## config.mk

```make
export PLATFORM = sky130hd
export DESIGN_NAME = ipif_access_arbiter_flat
export DESIGN_NICKNAME = d
export VERILOG_FILES = /design/src/rtl/ipif_access_arbiter_if.sv /design/src/rtl/ipif_access_arbiter.sv /design/src/flat_wrapper.sv
export SDC_FILE = /design/constraint.sdc
export NUM_CORES = 1
export LEC_CHECK = 0
export ABC_AREA = 1
export ABC_CLOCK_PERIOD_IN_PS = 2700
export CORE_UTILIZATION = 36
export CTS_BUF_LIST = sky130_fd_sc_hd__clkbuf_4 sky130_fd_sc_hd__clkbuf_8
export DETAILED_ROUTE_END_ITERATION = 8
export PLACE_DENSITY_LB_ADDON = 0.12
export SYNTH_ARGS = -nofsm -noshare
export SYNTH_HDL_FRONTEND = slang
export SYNTH_SLANG_ARGS = --single-unit
```

## constraint.sdc

```tcl
create_clock -name IP_clk -period 2.7 [get_ports IP_clk]
set_clock_uncertainty 0.1 [all_clocks]
set_input_delay 0.54 -clock IP_clk [delete_from_list [all_inputs] [get_ports IP_clk]]
set_output_delay 0.54 -clock IP_clk [all_outputs]
set_load 0.005 [all_outputs]
```

## src/rtl/ipif_access_arbiter_if.sv

```systemverilog
// Requester-side and register-bank-side signals of the IPIF access arbiter.
// The master modport belongs to the arbiter; the slave modport to requesters and bank.
interface ipif_access_arbiter_if #(
    parameter int N_REQ = 4,
    parameter int N_REG = 2,
    parameter int DW    = 32
);
    localparam int AW = (N_REG > 1) ? $clog2(N_REG) : 1;

    logic [N_REQ-1:0]    req_valid;
    logic [N_REQ-1:0]    req_write;
    logic [N_REQ*AW-1:0] req_addr;
    logic [N_REQ*DW-1:0] req_wdata;
    logic [N_REQ-1:0]    req_ready;
    logic [N_REQ-1:0]    rsp_valid;
    logic [DW-1:0]       rsp_rdata;
    logic                rsp_err;
    logic [N_REG-1:0]    RdCE;
    logic [N_REG-1:0]    WrCE;
    logic [DW-1:0]       bank_wdata;
    logic [DW-1:0]       bank_rdata;
    logic                bank_ack;

    modport master (
        input  req_valid, req_write, req_addr, req_wdata, bank_rdata, bank_ack,
        output req_ready, rsp_valid, rsp_rdata, rsp_err, RdCE, WrCE, bank_wdata
    );

    modport slave (
        output req_valid, req_write, req_addr, req_wdata, bank_rdata, bank_ack,
        input  req_ready, rsp_valid, rsp_rdata, rsp_err, RdCE, WrCE, bank_wdata
    );
endinterface

```

## src/rtl/ipif_access_arbiter.sv

```systemverilog
// Round-robin arbiter sharing one IPIF register-bank port among N_REQ requesters:
// one strobe per grant, wait for ack or timeout, then a response pulse to the winner.
module ipif_access_arbiter #(
    parameter int N_REQ              = 4,
    parameter int N_REG              = 2,
    parameter int C_S_AXI_DATA_WIDTH = 32,
    parameter int TIMEOUT            = 255
) (
    input logic                   IP_clk,
    input logic                   IP_rst,
    ipif_access_arbiter_if.master bus
);
    localparam int AW = (N_REG > 1) ? $clog2(N_REG) : 1;
    localparam int DW = C_S_AXI_DATA_WIDTH;
    localparam int GW = $clog2(N_REQ);

    typedef enum logic [1:0] {
        S_IDLE  = 2'd0,
        S_ISSUE = 2'd1,
        S_WAIT  = 2'd2,
        S_RESP  = 2'd3
    } state_t;

    state_t        r_state;
    state_t        w_state_nxt;
    logic [GW-1:0] r_grant;
    logic [GW-1:0] r_rr_ptr;
    logic          r_write;
    logic [AW-1:0] r_addr;
    logic [DW-1:0] r_wdata;
    logic [DW-1:0] r_rdata;
    logic          r_err;
    logic [15:0]   r_timeout_cnt;

    logic [GW-1:0]    w_winner;
    logic [GW-1:0]    w_cand;
    logic             w_found;
    logic             w_legal;
    logic [15:0]      w_cnt_inc;
    logic             w_timeout;
    logic [N_REG-1:0] w_addr_oh;
    logic [N_REQ-1:0] w_grant_oh;
    logic [GW-1:0]    w_rr_nxt;

    assign w_legal    = (32'(r_addr) < 32'(N_REG));
    assign w_addr_oh  = N_REG'(1'b1) << r_addr;
    assign w_grant_oh = N_REQ'(1'b1) << r_grant;
    assign w_cnt_inc  = (r_timeout_cnt == 16'hFFFF) ? r_timeout_cnt : r_timeout_cnt + 16'd1;
    assign w_timeout  = (w_cnt_inc >= 16'(TIMEOUT));
    assign w_rr_nxt   = (32'(r_grant) == 32'(N_REQ - 1)) ? {GW{1'b0}} : r_grant + GW'(1);

    // Rotating-priority search: first valid requester at or above rr_ptr.
    always_comb begin
        w_found  = 1'b0;
        w_winner = {GW{1'b0}};
        w_cand   = {GW{1'b0}};
        for (int k = 0; k < N_REQ; k++) begin
            w_cand = GW'((32'(r_rr_ptr) + 32'(k)) % 32'(N_REQ));
            if (!w_found && bus.req_valid[w_cand]) begin
                w_found  = 1'b1;
                w_winner = w_cand;
            end else begin
                w_found  = w_found;
            end
        end
    end

    // Next-state decision.
    always_comb begin
        w_state_nxt = r_state;
        case (r_state)
            S_IDLE: begin
                if (|bus.req_valid) w_state_nxt = S_ISSUE;
                else                w_state_nxt = S_IDLE;
            end
            S_ISSUE: begin
                if (!w_legal || bus.bank_ack) w_state_nxt = S_RESP;
                else                          w_state_nxt = S_WAIT;
            end
            S_WAIT: begin
                if (bus.bank_ack || w_timeout) w_state_nxt = S_RESP;
                else                           w_state_nxt = S_WAIT;
            end
            S_RESP:  w_state_nxt = S_IDLE;
            default: w_state_nxt = S_IDLE;
        endcase
    end

    // State register plus the request latch, capture and rotation pointer.
    always_ff @(posedge IP_clk) begin
        if (IP_rst) begin
            r_state       <= S_IDLE;
            r_grant       <= {GW{1'b0}};
            r_rr_ptr      <= {GW{1'b0}};
            r_write       <= 1'b0;
            r_addr        <= {AW{1'b0}};
            r_wdata       <= {DW{1'b0}};
            r_rdata       <= {DW{1'b0}};
            r_err         <= 1'b0;
            r_timeout_cnt <= 16'd0;
        end else begin
            r_state <= w_state_nxt;
            case (r_state)
                S_IDLE: begin
                    if (|bus.req_valid) begin
                        r_grant <= w_winner;
                        r_write <= bus.req_write[w_winner];
                        r_addr  <= bus.req_addr[32'(w_winner)*AW +: AW];
                        r_wdata <= bus.req_wdata[32'(w_winner)*DW +: DW];
                        r_rdata <= {DW{1'b0}};
                        r_err   <= 1'b0;
                    end
                end
                S_ISSUE: begin
                    r_timeout_cnt <= 16'd0;
                    if (!w_legal) begin
                        r_err   <= 1'b1;
                        r_rdata <= {DW{1'b0}};
                    end else if (bus.bank_ack) begin
                        r_err   <= 1'b0;
                        r_rdata <= bus.bank_rdata;
                    end
                end
                S_WAIT: begin
                    r_timeout_cnt <= w_cnt_inc;
                    // Ack wins over a timeout landing in the same cycle.
                    if (bus.bank_ack) begin
                        r_err   <= 1'b0;
                        r_rdata <= bus.bank_rdata;
                    end else if (w_timeout) begin
                        r_err   <= 1'b1;
                        r_rdata <= {DW{1'b0}};
                    end
                end
                S_RESP: begin
                    r_rr_ptr <= w_rr_nxt;
                end
                default: begin
                    r_rr_ptr <= r_rr_ptr;
                end
            endcase
        end
    end

    assign bus.req_ready  = (r_state == S_ISSUE) ? w_grant_oh : {N_REQ{1'b0}};
    assign bus.RdCE       = (r_state == S_ISSUE && w_legal && !r_write) ? w_addr_oh : {N_REG{1'b0}};
    assign bus.WrCE       = (r_state == S_ISSUE && w_legal && r_write) ? w_addr_oh : {N_REG{1'b0}};
    assign bus.bank_wdata = (r_state == S_ISSUE && w_legal && r_write) ? r_wdata : {DW{1'b0}};
    assign bus.rsp_valid  = (r_state == S_RESP) ? w_grant_oh : {N_REQ{1'b0}};
    assign bus.rsp_rdata  = (r_state == S_RESP) ? r_rdata : {DW{1'b0}};
    assign bus.rsp_err    = (r_state == S_RESP) && r_err;
endmodule

```

## src/flat_wrapper.sv

```systemverilog
// flat-port wrapper written by rule: the top's interface ports become plain ports
module ipif_access_arbiter_flat 
#(
    parameter int N_REQ              = 4,
    parameter int N_REG              = 2,
    parameter int C_S_AXI_DATA_WIDTH = 32,
    parameter int TIMEOUT            = 255
)
  (IP_clk, IP_rst, bus_req_valid, bus_req_write, bus_req_addr, bus_req_wdata, bus_bank_rdata, bus_bank_ack, bus_req_ready, bus_rsp_valid, bus_rsp_rdata, bus_rsp_err, bus_RdCE, bus_WrCE, bus_bank_wdata);
  ipif_access_arbiter_if #(.N_REQ(N_REQ), .N_REG(N_REG), .DW((32))) bus_i ();
  input logic IP_clk;
  input logic IP_rst;
  input wire logic [$bits(bus_i.req_valid)-1:0] bus_req_valid;
  input wire logic [$bits(bus_i.req_write)-1:0] bus_req_write;
  input wire logic [$bits(bus_i.req_addr)-1:0] bus_req_addr;
  input wire logic [$bits(bus_i.req_wdata)-1:0] bus_req_wdata;
  input wire logic [$bits(bus_i.bank_rdata)-1:0] bus_bank_rdata;
  input wire logic [$bits(bus_i.bank_ack)-1:0] bus_bank_ack;
  output wire logic [$bits(bus_i.req_ready)-1:0] bus_req_ready;
  output wire logic [$bits(bus_i.rsp_valid)-1:0] bus_rsp_valid;
  output wire logic [$bits(bus_i.rsp_rdata)-1:0] bus_rsp_rdata;
  output wire logic [$bits(bus_i.rsp_err)-1:0] bus_rsp_err;
  output wire logic [$bits(bus_i.RdCE)-1:0] bus_RdCE;
  output wire logic [$bits(bus_i.WrCE)-1:0] bus_WrCE;
  output wire logic [$bits(bus_i.bank_wdata)-1:0] bus_bank_wdata;
  assign bus_i.req_valid = bus_req_valid;
  assign bus_i.req_write = bus_req_write;
  assign bus_i.req_addr = bus_req_addr;
  assign bus_i.req_wdata = bus_req_wdata;
  assign bus_i.bank_rdata = bus_bank_rdata;
  assign bus_i.bank_ack = bus_bank_ack;
  assign bus_req_ready = bus_i.req_ready;
  assign bus_rsp_valid = bus_i.rsp_valid;
  assign bus_rsp_rdata = bus_i.rsp_rdata;
  assign bus_rsp_err = bus_i.rsp_err;
  assign bus_RdCE = bus_i.RdCE;
  assign bus_WrCE = bus_i.WrCE;
  assign bus_bank_wdata = bus_i.bank_wdata;
  ipif_access_arbiter #(.N_REQ(N_REQ), .N_REG(N_REG), .C_S_AXI_DATA_WIDTH(C_S_AXI_DATA_WIDTH), .TIMEOUT(TIMEOUT)) u_core (.IP_clk(IP_clk), .IP_rst(IP_rst), .bus(bus_i));
endmodule
```

Word-level counts from Yosys, hierarchy flattened

Cells that the tools add are included.

Bits in registers: 89
Bits of input ports: 175
Logic and storage cells: 89

Add/sub/neg operators: 5
Order comparisons: 6
Eq/ne operators: 8
Shifts and indexed selects: 4
Muxes and demuxes: 40
Reduce and logical (&&, ||, !) cells: 17

Operators by type and width:

| kind                                                                                 | count |
|---|---|
| 32-bit 2-to-1 mux                                                                    | 6 |
| 128-bit by 8-bit indexed part select with 32-bit output                              | 1 |
| 32-bit case mux with 3 select lines                                                  | 1 |
| 16-bit case mux with 2 select lines                                                  | 1 |
| 16-bit by 1-bit adder with 16-bit output, second input constant                      | 1 |
| 16-bit equality test, second input constant                                          | 1 |
| 16-bit by 8-bit greater-or-equal comparator with 1-bit output, second input constant | 1 |
| 16-bit 2-to-1 mux                                                                    | 1 |
| 2-bit by 3-bit less-than comparator with 1-bit output, second input constant         | 5 |
| 1-bit 2-to-1 mux                                                                     | 15 |
| 2-bit 2-to-1 mux                                                                     | 7 |
| 1-bit binary-select mux with 2-bit select                                            | 5 |
| 4-bit 2-to-1 mux                                                                     | 2 |
| 2-bit case mux with 4 select lines                                                   | 1 |
| 2-bit equality test, second input constant                                           | 3 |
| 1-bit logical AND                                                                    | 6 |
| 2-bit by 1-bit adder with 2-bit output, second input constant                        | 2 |
| 2-bit adder, second input constant                                                   | 2 |
| 1-bit zero test                                                                      | 4 |
| 4-bit AND reduction                                                                  | 1 |
| 4-bit OR reduction                                                                   | 1 |
| 4-bit by 3-bit indexed part select with 1-bit output                                 | 1 |
| 1-bit by 2-bit left shift with 4-bit output, first input constant                    | 1 |
| 3-bit by 2-bit != test with 1-bit output, second input constant                      | 1 |
| 10 further kinds                                                                     | 10 |

Logic depth before layout (Yosys ltp)

Depth in word-level cells: 14
Gate-level depth with buffers: 17
Gate-level depth less buffers: 15

Worst setup path before layout

OpenSTA, ideal clock, no wires.

Path kind: flip-flop to flip-flop
Start point: register u_core.r_timeout_cnt[0]
End point: register u_core.r_rdata[10]
Library setup time: 0.112 ns
Arrival time: 1.938 ns
Setup slack: 0.551 ns
Stages on the path, launching flop included: 16
Period minus slack after synthesis: 2.149 ns
Cells stage by stage: dfxtp_1 -> ha_1 -> inv_1 -> nor2_4 -> nand2_2 -> nand2_1 -> nand2_1 -> clkinv_1 -> nand4_1 -> nor2_4 -> nand3_4 -> nand2_4 -> nand2_8 -> buf_12 -> nor2_2 -> nor2_1

Longest elaborated chain between the ends: 5

Ends and longest elaborated chain:

| element                                                                          | line                       | source |
|---|---|---|
| start: declaration                                                               | ipif_access_arbiter.sv:33  | `logic [15:0] r_timeout_cnt;` |
| start signal: assignment                                                         | ipif_access_arbiter.sv:125 | `r_timeout_cnt <= w_cnt_inc;` |
| 16-bit by 1-bit adder with 16-bit output or 16-bit equality test (tied branches) | ipif_access_arbiter.sv:48  | `assign w_cnt_inc = (r_timeout_cnt == 16'hFFFF) ? r_timeout_cnt : r_timeout_cnt + 16'd1;` |
| 16-bit 2-to-1 mux *                                                              | ipif_access_arbiter.sv:48  |  |
| 16-bit by 8-bit greater-or-equal comparator with 1-bit output *                  | ipif_access_arbiter.sv:49  | `assign w_timeout = (w_cnt_inc >= 16'(TIMEOUT));` |
| 3-bit by 2-bit != test with 1-bit output (no source line) *                      | -                          |  |
| 4-bit AND reduction (no source line) *                                           | -                          |  |
| end signal: assignment                                                           | ipif_access_arbiter.sv:98  | `r_rdata <= {DW{1'b0}};` |
| end signal: assignment                                                           | ipif_access_arbiter.sv:110 | `r_rdata <= {DW{1'b0}};` |
| end signal: assignment                                                           | ipif_access_arbiter.sv:118 | `r_rdata <= {DW{1'b0}};` |
| end: declaration                                                                 | ipif_access_arbiter.sv:31  | `logic [DW-1:0] r_rdata;` |

Mark *: on every way between the ends. The rest lies on a longest branch, timed or not.
A chain may end at the register's enable or synchronous reset.

Final worst setup path

Start point: register u_core.r_state[1]
End point: output bus_RdCE[1]

Longest elaborated chain between the ends: 3

Ends and longest elaborated chain:

| element                                        | line                       | source |
|---|---|---|
| start: declaration                             | ipif_access_arbiter.sv:24  | `state_t r_state;` |
| start signal: assignment                       | ipif_access_arbiter.sv:102 | `r_state <= w_state_nxt;` |
| 2-bit by 1-bit equality test with 1-bit output | ipif_access_arbiter.sv:146 | `assign bus.RdCE = (r_state == S_ISSUE && w_legal && !r_write) ? w_addr_oh : {N_REG{1'b0}};` |
| 1-bit logical AND                              | ipif_access_arbiter.sv:146 |  |
| 2-bit 2-to-1 mux                               | ipif_access_arbiter.sv:146 |  |
| end: declaration                               | flat_wrapper.sv:23         | `output wire logic [$bits(bus_i.RdCE)-1:0] bus_RdCE;` |

No other way between the ends.

==> metrics.cfg <==
[run_status]
status=finished clean

[power]
finalPower_mw=6.34
powerDensity_mw_per_mm2=630
leakage_nw=5.00
peakVddDrop_mv=0.275

[cts]
htree_levels=3
cts_tree=yes
insertion_delay_ps=380
path_clk_slew_ps=90
cts_hold_buf=0
ctsRootBufferMaster=clkbuf_8
numCtsBuffers=9
cts_setup_buffers=0
cts-resized-gates=8
cts_sinks=89
clockBufferDepth=2

[floorplan]
die_area_mm2=0.0198
initial_utilization_pct=36.9
dieHeight_um=141
die_width_um=141
core-area_mm2=0.0188
num_rows=50
ioPinCount=252

[critical_path]
worstPathArrival_ps=2010
critical-path-top-delay-family=buffers and inverters
cp_max_fo=7
path_cells=inv_1 > ha_1 > buf_4 > inv_1 > nor3_4 > clkdlybuf4s50_1
reg2reg_to=u_core.r_rdata[5]
crit_type=reg -> out
path_buf_inv=4
worst_path_max_delay_cell=clkdlybuf4s50_1
regToRegSetupSlack_ps=310
r2r_start=u_core.r_timeout_cnt[1]
crit_path_end_kind=output port
critPathMaxStageDelay_ps=540
startpoint_type=register
required_ps=2060
reg2reg_depth=13
crit_top_cell=inv_1

[timing]
min_period_ps=2650
tightest_slew_ps=575
finalCritPeriodShare_pct=98.2
finalSetupViolations=0
max_clock_freq_mhz=377
setup_slack_ps=49.2
whs_ps=390
final-hold-violation-count=0
setup_tns_ps=0
rsz0062_at_grt=yes
timing.final.max_slew_violations=0
slew_headroom_pct=61.6

[place]
globalplace.congestion=0.822
dp_slack_ps=-20.3
placed_area_mm2=0.00978
dpl.hpwl_um=16100
dp_cells=1625
port_buffers=251

[final_layout]
area_delta_synth_final_pct=45.2
multi_input_area_mm2=0.00403
seq_area_mm2=0.00178
drive_above_1_share_pct=9.03
final_cells=1642
fin_nets=1587
final_area_mm2=0.0101
fin_util_pct=53.6
fillers=1929

[yosys]
synth_top_family_by_area=simple AND/OR/NAND/NOR gates
syn_inst=1169
synth_compound_area_share_pct=5.89
ys_seq_area_share_pct=25.7
synthXorXnorAreaFrac_pct=0.650
syn_nets=1354
yosysUniqueCellTypes=42
ys_ff_latch=89
postSynthAreaPerCell_um2=5.93
synthAdderAreaFrac_pct=1.81
synth_area_mm2=0.00693
muxShareOfSynthArea_pct=0
yosys.area_share.simple_pct=49.2
yosysWarnings=0

[drt]
drt-wirelength-per-cell_um=13.3
drc=0
drtIter0Drc=376
drtPass1Iterations=5
viasPerCell=4.65
vias=7635
drt_wl_total_um=21800
antenna_left=0

[grt]
overflow=0
first_global_vias=7289
grt_util_all_layers_pct=22.4
antenna_found_initial=1
grt_pass1_wl_um=35400
grt_max_degree=50

[hold_path]
min_from=u_core.r_err
hold_end=u_core.r_err
hold_path_class=reg -> reg
hold-path-cell-count=2

[job]
cap_violations=0

-- worst min-delay path, stage by stage, from the launching register on --
cell,delay (ps)
dfxtp_1,320
nor2_2,90
nor2_1,40
-- cells by family (layout without fill, tap and decap cells) --
kind of cell / count (synthesis) / in the layout
simple gates: 724 / 724
buf+inv: 274 / 512
flops: 89 / 89
compound gates: 69 / 69
fa+ha+maj: 10 / 10
xor+xnor: 3 / 3
other cells: 0 / 1
-- cells in the final DEF (no fill, tap or decap), types with 2 or more instances in the layout --
| master | count |
|---|---|
| a31oi_1 | 2 |
| nand4_1 | 7 |
| a21oi_1 | 40 |
| nand2_4 | 4 |
| ha_1 | 10 |
| nor2_1 | 104 |
| inv_1 | 205 |
| nor3_4 | 2 |
| o21ai_1 | 5 |
| xor2_1 | 2 |
| a21oi_2 | 2 |
| buf_12 | 12 |
| clkdlybuf4s50_1 | 245 |
| buf_4 | 22 |
| nand3_1 | 149 |
| o21ai_0 | 10 |
| buf_6 | 2 |
| o21bai_1 | 3 |
| nand2_1 | 340 |
| nand2_2 | 9 |
| inv_2 | 2 |
| clkinvlp_4 | 2 |
| clkinv_1 | 2 |
| nor2_2 | 34 |
| dlymetal6s2s_1 | 5 |
| dfxtp_1 | 89 |
| nor2_4 | 9 |
| nand3_2 | 3 |
| clkbuf_8 | 12 |
| nand3b_1 | 57 |
| nand3_4 | 2 |
-- worst max path at each step --
stage,startpoint,endpoint,slack [ps],cells past startpoint
final,u_core.r_state[1],bus_RdCE[1],50,6
after global placement,bus_req_valid[3],u_core.r_wdata[4],30,14
after global routing,u_core.r_state[1],bus_RdCE[1],-60,6
after detailed placement,bus_req_valid[3],u_core.r_wdata[31],-20,15
after CTS,u_core.r_state[1],bus_bank_wdata[15],10,6
after floorplan,u_core.r_timeout_cnt[0],u_core.r_rdata[10],550,15
-- cells in the mapped netlist --
cell type / n / share of area (%)
nand2_1: 340 / 18
inv_1: 205 / 11
nand3_1: 149 / 11
nor2_1: 111 / 6.0
dfxtp_1: 89 / 26
nand3b_1: 57 / 6.2
a21oi_1: 40 / 2.9
clkbuf_1: 28 / 1.5
nor2_2: 27 / 2.4
buf_2: 16 / 1.2
ha_1: 10 / 1.8
o21ai_0: 10 / 0.72
nand2_2: 9 / 0.81
nor2_4: 9 / 1.5
buf_4: 8 / 0.87
nand4_1: 7 / 0.63
buf_6: 6 / 0.98
buf_1: 5 / 0.27
o21ai_1: 5 / 0.36
nand2_4: 4 / 0.65
nand3_2: 3 / 0.43
o21bai_1: 3 / 0.33
a21oi_2: 2 / 0.25
a31oi_1: 2 / 0.18
buf_12: 2 / 0.58
clkinv_1: 2 / 0.11
inv_2: 2 / 0.11
nand3_4: 2 / 0.51
nor3_1: 2 / 0.14
xor2_1: 2 / 0.25
a211oi_1: 1 / 0.11
a21oi_4: 1 / 0.23
a2bb2oi_1: 1 / 0.13
nand2_8: 1 / 0.29
nand4_4: 1 / 0.31
nor4_1: 1 / 0.090
o211a_1: 1 / 0.14
o211ai_2: 1 / 0.18
o21ai_2: 1 / 0.13
o21ai_4: 1 / 0.23
or2_2: 1 / 0.090
xor2_4: 1 / 0.40
-- state kept, by name (all words and copies together), names as in the netlist --
| signal | count |
|---|---|
| u_core.r_rdata | 32 |
| u_core.r_state | 2 |
| u_core.r_addr | 1 |
| u_core.r_write | 1 |
| u_core.r_wdata | 32 |
| u_core.r_err | 1 |
| u_core.r_grant | 2 |
| u_core.r_rr_ptr | 2 |
| u_core.r_timeout_cnt | 16 |
-- final cells by class --
class                   count  share of cell area, %
diodes                      1                 0.0249
clock buffers              12                   1.64
clock inverters             4                  0.498
inverters                 209                   7.80
multi-input cells         806                   40.1
flip-flops and latches     89                   17.7
well taps                 234                   2.91
repair buffers            287                   29.3
-- per-layer routing --
layer  global-route usage, %  vias to the layer above  part of all wire [%]
met3                    5.67                       34                   7.1
met4                    9.38                        0                   2.6
met2                    39.4                      213                    47
li1                        -                     4023                     -
met5                       0                        -                     0
met1                    25.7                     3365                    43
-- where the power goes --
group	leakage, nW	switching [mW]	internal (mW)
logic	4.17	1.97	1.46
registers	0.732	0.203	1.69
clock network	0.105	0.512	0.503
total	5.00	2.69	3.65
No activity file was read; power rests on OpenSTA's default activity.
==> RTL edit 1 (same flow settings) <==
`N_REQ` is set to 4 in 3 places; all go to 2.
--- a/src/rtl/ipif_access_arbiter_if.sv
+++ b/src/rtl/ipif_access_arbiter_if.sv
@@ -1,7 +1,7 @@
 // Requester-side and register-bank-side signals of the IPIF access arbiter.
 // The master modport belongs to the arbiter; the slave modport to requesters and bank.
 interface ipif_access_arbiter_if #(
-    parameter int N_REQ = 4,
+    parameter int N_REQ = 2,
     parameter int N_REG = 2,
     parameter int DW    = 32
 );
--- a/src/rtl/ipif_access_arbiter.sv
+++ b/src/rtl/ipif_access_arbiter.sv
@@ -1,7 +1,7 @@
 // Round-robin arbiter sharing one IPIF register-bank port among N_REQ requesters:
 // one strobe per grant, wait for ack or timeout, then a response pulse to the winner.
 module ipif_access_arbiter #(
-    parameter int N_REQ              = 4,
+    parameter int N_REQ              = 2,
     parameter int N_REG              = 2,
     parameter int C_S_AXI_DATA_WIDTH = 32,
     parameter int TIMEOUT            = 255
--- a/src/flat_wrapper.sv
+++ b/src/flat_wrapper.sv
@@ -1,7 +1,7 @@
 // flat-port wrapper written by rule: the top's interface ports become plain ports
 module ipif_access_arbiter_flat 
 #(
-    parameter int N_REQ              = 4,
+    parameter int N_REQ              = 2,
     parameter int N_REG              = 2,
     parameter int C_S_AXI_DATA_WIDTH = 32,
     parameter int TIMEOUT            = 255
Ports: changed (6 resized); port bits go from 252 to 178. No check against the original RTL was run, so the function may have changed too.
==> RTL edit 1 against the unedited design <==
Final cell count shrank 29%. Wire length fell by 34%. Largest power group is now registers. Highest routed layer unchanged. Sequential power is 4% lower. Cell area shrank 28%. Setup slack improved by 100 ps. Sequential cell count down 2. Synthesized area fell by 28%. Synthesized cell count down 29%. Critical path depth shrank 1. Total power fell by 28%.
==> RTL edit 1: results (changes against the unedited design) <==
[finish]
buf_share_pct=26.9  ; was 29.3%
multi_input_gates=570  ; was 806
nets=1102  ; was 1587
drive_above_1_share_pct=5.72  ; was 9.03%
inv_count=132  ; was 209
sh_seq_area_pct=24.2  ; was 17.7%
clk_share_pct=2.76  ; was 2.14%
area_growth_pct=43.8  ; was 45.2%

[route]
wl_um=14500  ; was 21800 um
wl_met2_um=6200  ; was 10300 um
first_iter_violations=295  ; was 376
wl_met1_um=6820  ; was 9440 um
num_vias=5391  ; was 7635

[placement]
dp_cells=1156  ; was 1625
placed_cell_area_um2=6970  ; was 9780 um^2
gp_congestion=0.881  ; was 0.822
port_buffers=177  ; was 251

[timing]
worst_pin_slew_ps=679  ; was 575 ps
holdWs_ps=378  ; was 390 ps

[global_route]
grt_antenna_before_repair=0  ; was 1
grtUsageTotal_pct=20.4  ; was 22.4%
met1_usage_pct=27.8  ; was 25.7%
use_met2_pct=30.3  ; was 39.4%
grt_use_met3_pct=6.32  ; was 5.67%
grt_max_degree=69  ; was 50
grt_pass1_vias=4762  ; was 7289

[synthesis]
synthesis.nets=944  ; was 1354
ys_seq_elements=87  ; was 89
syn_avg_cell_area_um2=6.01  ; was 5.93 um^2
post_synth_xor_area_fraction_pct=0.350  ; was 0.650%
synthTopCellsByCount=nand2_1 (260), nor2_1 (132), inv_1 (128)  ; was nand2_1 (340), inv_1 (205), nand3_1 (149)
ys_top_cells_by_area=dfxtp_1 (35%), nand2_1 (19%), nor2_1 (9.9%), inv_1 (9.6%), nand3_1 (8.1%)  ; was dfxtp_1 (26%), nand2_1 (18%), inv_1 (11%), nand3_1 (11%), nand3b_1 (6.2%)
synth_compound_area_share_pct=8.57  ; was 5.89%

[setup_path]
cp_max_fo=35  ; was 7
regToRegStartpoint=u_core.r_timeout_cnt[0]  ; was u_core.r_timeout_cnt[1]
r2r_end=u_core.r_rdata[27]  ; was u_core.r_rdata[5]
crit_end=bus_rsp_valid[0]  ; was bus_RdCE[1]
arrival_ps=1910  ; was 2010 ps

[die]
die_width_um=120  ; was 141 um

[pwr]
p_int_uw=2820  ; was 3650 uW
seq_power_uw=1820  ; was 1890 uW
p_comb_uw=1820  ; was 3430 uW
ir_drop_uv=370  ; was 275 uV
seqPwrFrac_pct=39.9  ; was 29.9%

[run_status]
status=finished, final reports clean  ; unchanged

RTL edit 1: changes by cell type after synthesis, moves of 5 or more:
cell      before  now
clkbuf_1      28   33
a21oi_1       40   20
nor2_2        27    6
inv_1        205  128
nand3_1      149   81
o211ai_1       0   34
buf_2         16    3
nand3b_1      57    2
nor2_4         9    0
nand2_1      340  260
o21ai_0       10    3
nor2_1       111  132
nand2_2        9    3
RTL edit 1: worst register-to-register path, stage by stage, from the launching register on:
cell	delay (ps)
dfxtp_2	400
ha_2	220
inv_1	50
nor2_2	200
nand2_2	110
inv_2	90
nand2_4	130
nand2_1	120
nand2_1	50
nor2_1	150
nand3_2	130
nand3_2	110
nand2_2	50
nand2_2	90
buf_12	190
nor2_1	70
nor2_1	100
RTL edit 1: what timing repair did:
item,CTS,global route
endpoints found under the setup margin,36,68
setup buffers,0,0
gates resized for setup,3,9
==> RTL edit 2 (same flow settings) <==
Without the edit above. Encoding of `state_t`: now Gray code (2 bits for 4 states).
--- a/src/rtl/ipif_access_arbiter.sv
+++ b/src/rtl/ipif_access_arbiter.sv
@@ -15,10 +15,10 @@
     localparam int GW = $clog2(N_REQ);
 
     typedef enum logic [1:0] {
-        S_IDLE  = 2'd0,
-        S_ISSUE = 2'd1,
-        S_WAIT  = 2'd2,
-        S_RESP  = 2'd3
+        S_IDLE  = 2'b00,
+        S_ISSUE = 2'b01,
+        S_WAIT  = 2'b11,
+        S_RESP  = 2'b10
     } state_t;
 
     state_t        r_state;
Function: same outputs for any inputs over 4 cycles, from zero or initial values and one cycle with IP_rst high; so few cycles prove little.
==> RTL edit 2 against the unedited design <==
Total power fell by 26%. Sequential cell count did not move. First-iteration DRC count fell by 8.5%. Wire length fell by 0.84%. Fmax rose by 3.0%. Setup slack improved by 77 ps. Core utilization barely moved. Clock power rose by 17%. Largest cell class unchanged. Cell area fell by 4.0%. Synthesized area fell by 4.3%.
==> RTL edit 2: results (changes against the unedited design) <==
[route]
wl_per_cell_um=13.3  ; about the same
wl_met1_um=9240  ; was 9440 um
dr_wl_met3_um=1640  ; was 1550 um
viasPerCell=4.69  ; was 4.65
num_vias=7643  ; was 7635
first_iter_violations=344  ; was 376
wl_met2_um=10300  ; about the same

[finish]
buf_share_pct=29.1  ; was 29.3%
drive_above_1_share_pct=5.29  ; was 9.03%
area_growth_pct=45.8  ; was 45.2%
multi_input_gates=784  ; was 806
reg_top3=u_core.r_rdata (32), u_core.r_wdata (32), u_core.r_timeout_cnt (16)  ; unchanged
sh_seq_area_pct=18.5  ; was 17.7%
antenna_cells=0  ; was 1
inv_count=233  ; was 209
multi_input_area_um2=3650  ; was 4030 um^2
n_all_buffers=277  ; was 287
clk_share_pct=2.58  ; was 2.14%

[synthesis]
synthesis.nets=1356  ; was 1354
ys_warn_count=0  ; unchanged
ys_seq_area_share_pct=26.9  ; was 25.7%
synth_cell_types=35  ; was 42
syn_avg_cell_area_um2=5.63  ; was 5.93 um^2
synthTopCellsByCount=nand2_1 (331), inv_1 (222), nor2_1 (148)  ; was nand2_1 (340), inv_1 (205), nand3_1 (149)
ys_top_cells_by_area=dfxtp_1 (27%), nand2_1 (19%), inv_1 (13%), nand3_1 (9.2%), nor2_1 (8.4%)  ; was dfxtp_1 (26%), nand2_1 (18%), inv_1 (11%), nand3_1 (11%), nand3b_1 (6.2%)

[placement]
placed_cell_area_um2=9380  ; was 9780 um^2
place_hpwl_um=15400  ; was 16100 um
gp_congestion=0.849  ; was 0.822
dpl_worst_slack_ps=-263  ; was -20.3 ps
dp_cells=1612  ; was 1625

[pwr]
leakage_uw=0.00474  ; was 0.00500 uW
ir_drop_uv=289  ; was 275 uV

[timing]
slew_headroom_pct=66.7  ; was 61.6%

[cts]
clkSinkCount=89  ; unchanged
clk_latency_ps=380  ; about the same
htreeDepth=3  ; unchanged
cts_made_buffers=9  ; unchanged

[setup_path]
max_stage_delay_ps=560  ; was 540 ps
cp_max_fo=19  ; was 7
arrival_ps=1930  ; was 2010 ps

[global_route]
grtUsageTotal_pct=23.4  ; was 22.4%
grt_pass1_vias=7145  ; was 7289
grt_antenna_before_repair=0  ; was 1
grt_max_degree=69  ; was 50
grt_pass1_wl_um=34800  ; was 35400 um

[worst_hold_path]
worstHoldPathType=register to register  ; unchanged

[die]
core_um2=18000  ; was 18800 um^2

[run_status]
status=finished, final reports clean  ; unchanged

## RTL edit 2: changes by cell type in the layout (fill, tap and decap cells not counted), moves of 8 or more
cell and delta:
nor2_1 +41, nand4_1 +30, nor2_2 -30, nand3_1 -27, inv_1 +17, nand2_1 -9, inv_2 +8
## RTL edit 2: final timing paths
path / startpoint / end / slack, ps / depth (start not counted)
min: u_core.r_err / u_core.r_err / 370 / 2
min reg2reg: u_core.r_err / u_core.r_err / 370 / 2
max: u_core.r_state[0] / bus_bank_wdata[6] / 130 / 6
max reg2reg: u_core.r_timeout_cnt[1] / u_core.r_rdata[14] / 270 / 16
## RTL edit 2: logic make-up (layout without fill, tap and decap cells)
family / after synthesis / in the layout / share of synthesized area [%]
adders and majority gates: 5 / 5 / 0.944
DFF: 89 / 89 / 26.9
AOI/OAI and AO/OA: 65 / 65 / 5.25
buffers and inverters: 303 / 526 / 18.2
and+or+nand+nor: 710 / 710 / 48.2
xor gates and xnor gates: 4 / 4 / 0.529
## RTL edit 2: power breakdown
part	internal (uW)	switching, uW
registers	1500	70.3
clock network	625	555
logic	843	1110
## RTL edit 2: layer usage
layer / track usage (%) / vias up
met1: 28.7 / 3380
met3: 5.92 / 27
met2: 39.2 / 228
li1: - / 4008
met4: 8.30 / 0
met5: 0 / -
## RTL edit 2: worst register-to-register path, stage by stage (launching register included)
cell and delay [ps]:
dfxtp_1 390, ha_2 230, nand2_1 90, nor2_4 120, nand2_2 100, inv_2 80
nand2_4 120, nand2_1 110, nand2_1 60, nor2_1 120, nand4_1 160, nand2_2 200
nand3_4 90, buf_12 180, nand2_1 70, inv_1 40, nor2_1 100
## RTL edit 2: timing repair
action,CTS,global route
gates resized for setup,2,10
pin swaps,0,1
endpoints found under the setup margin,4,68
buffers inserted,0,0
endpoints found under the hold margin,0,0
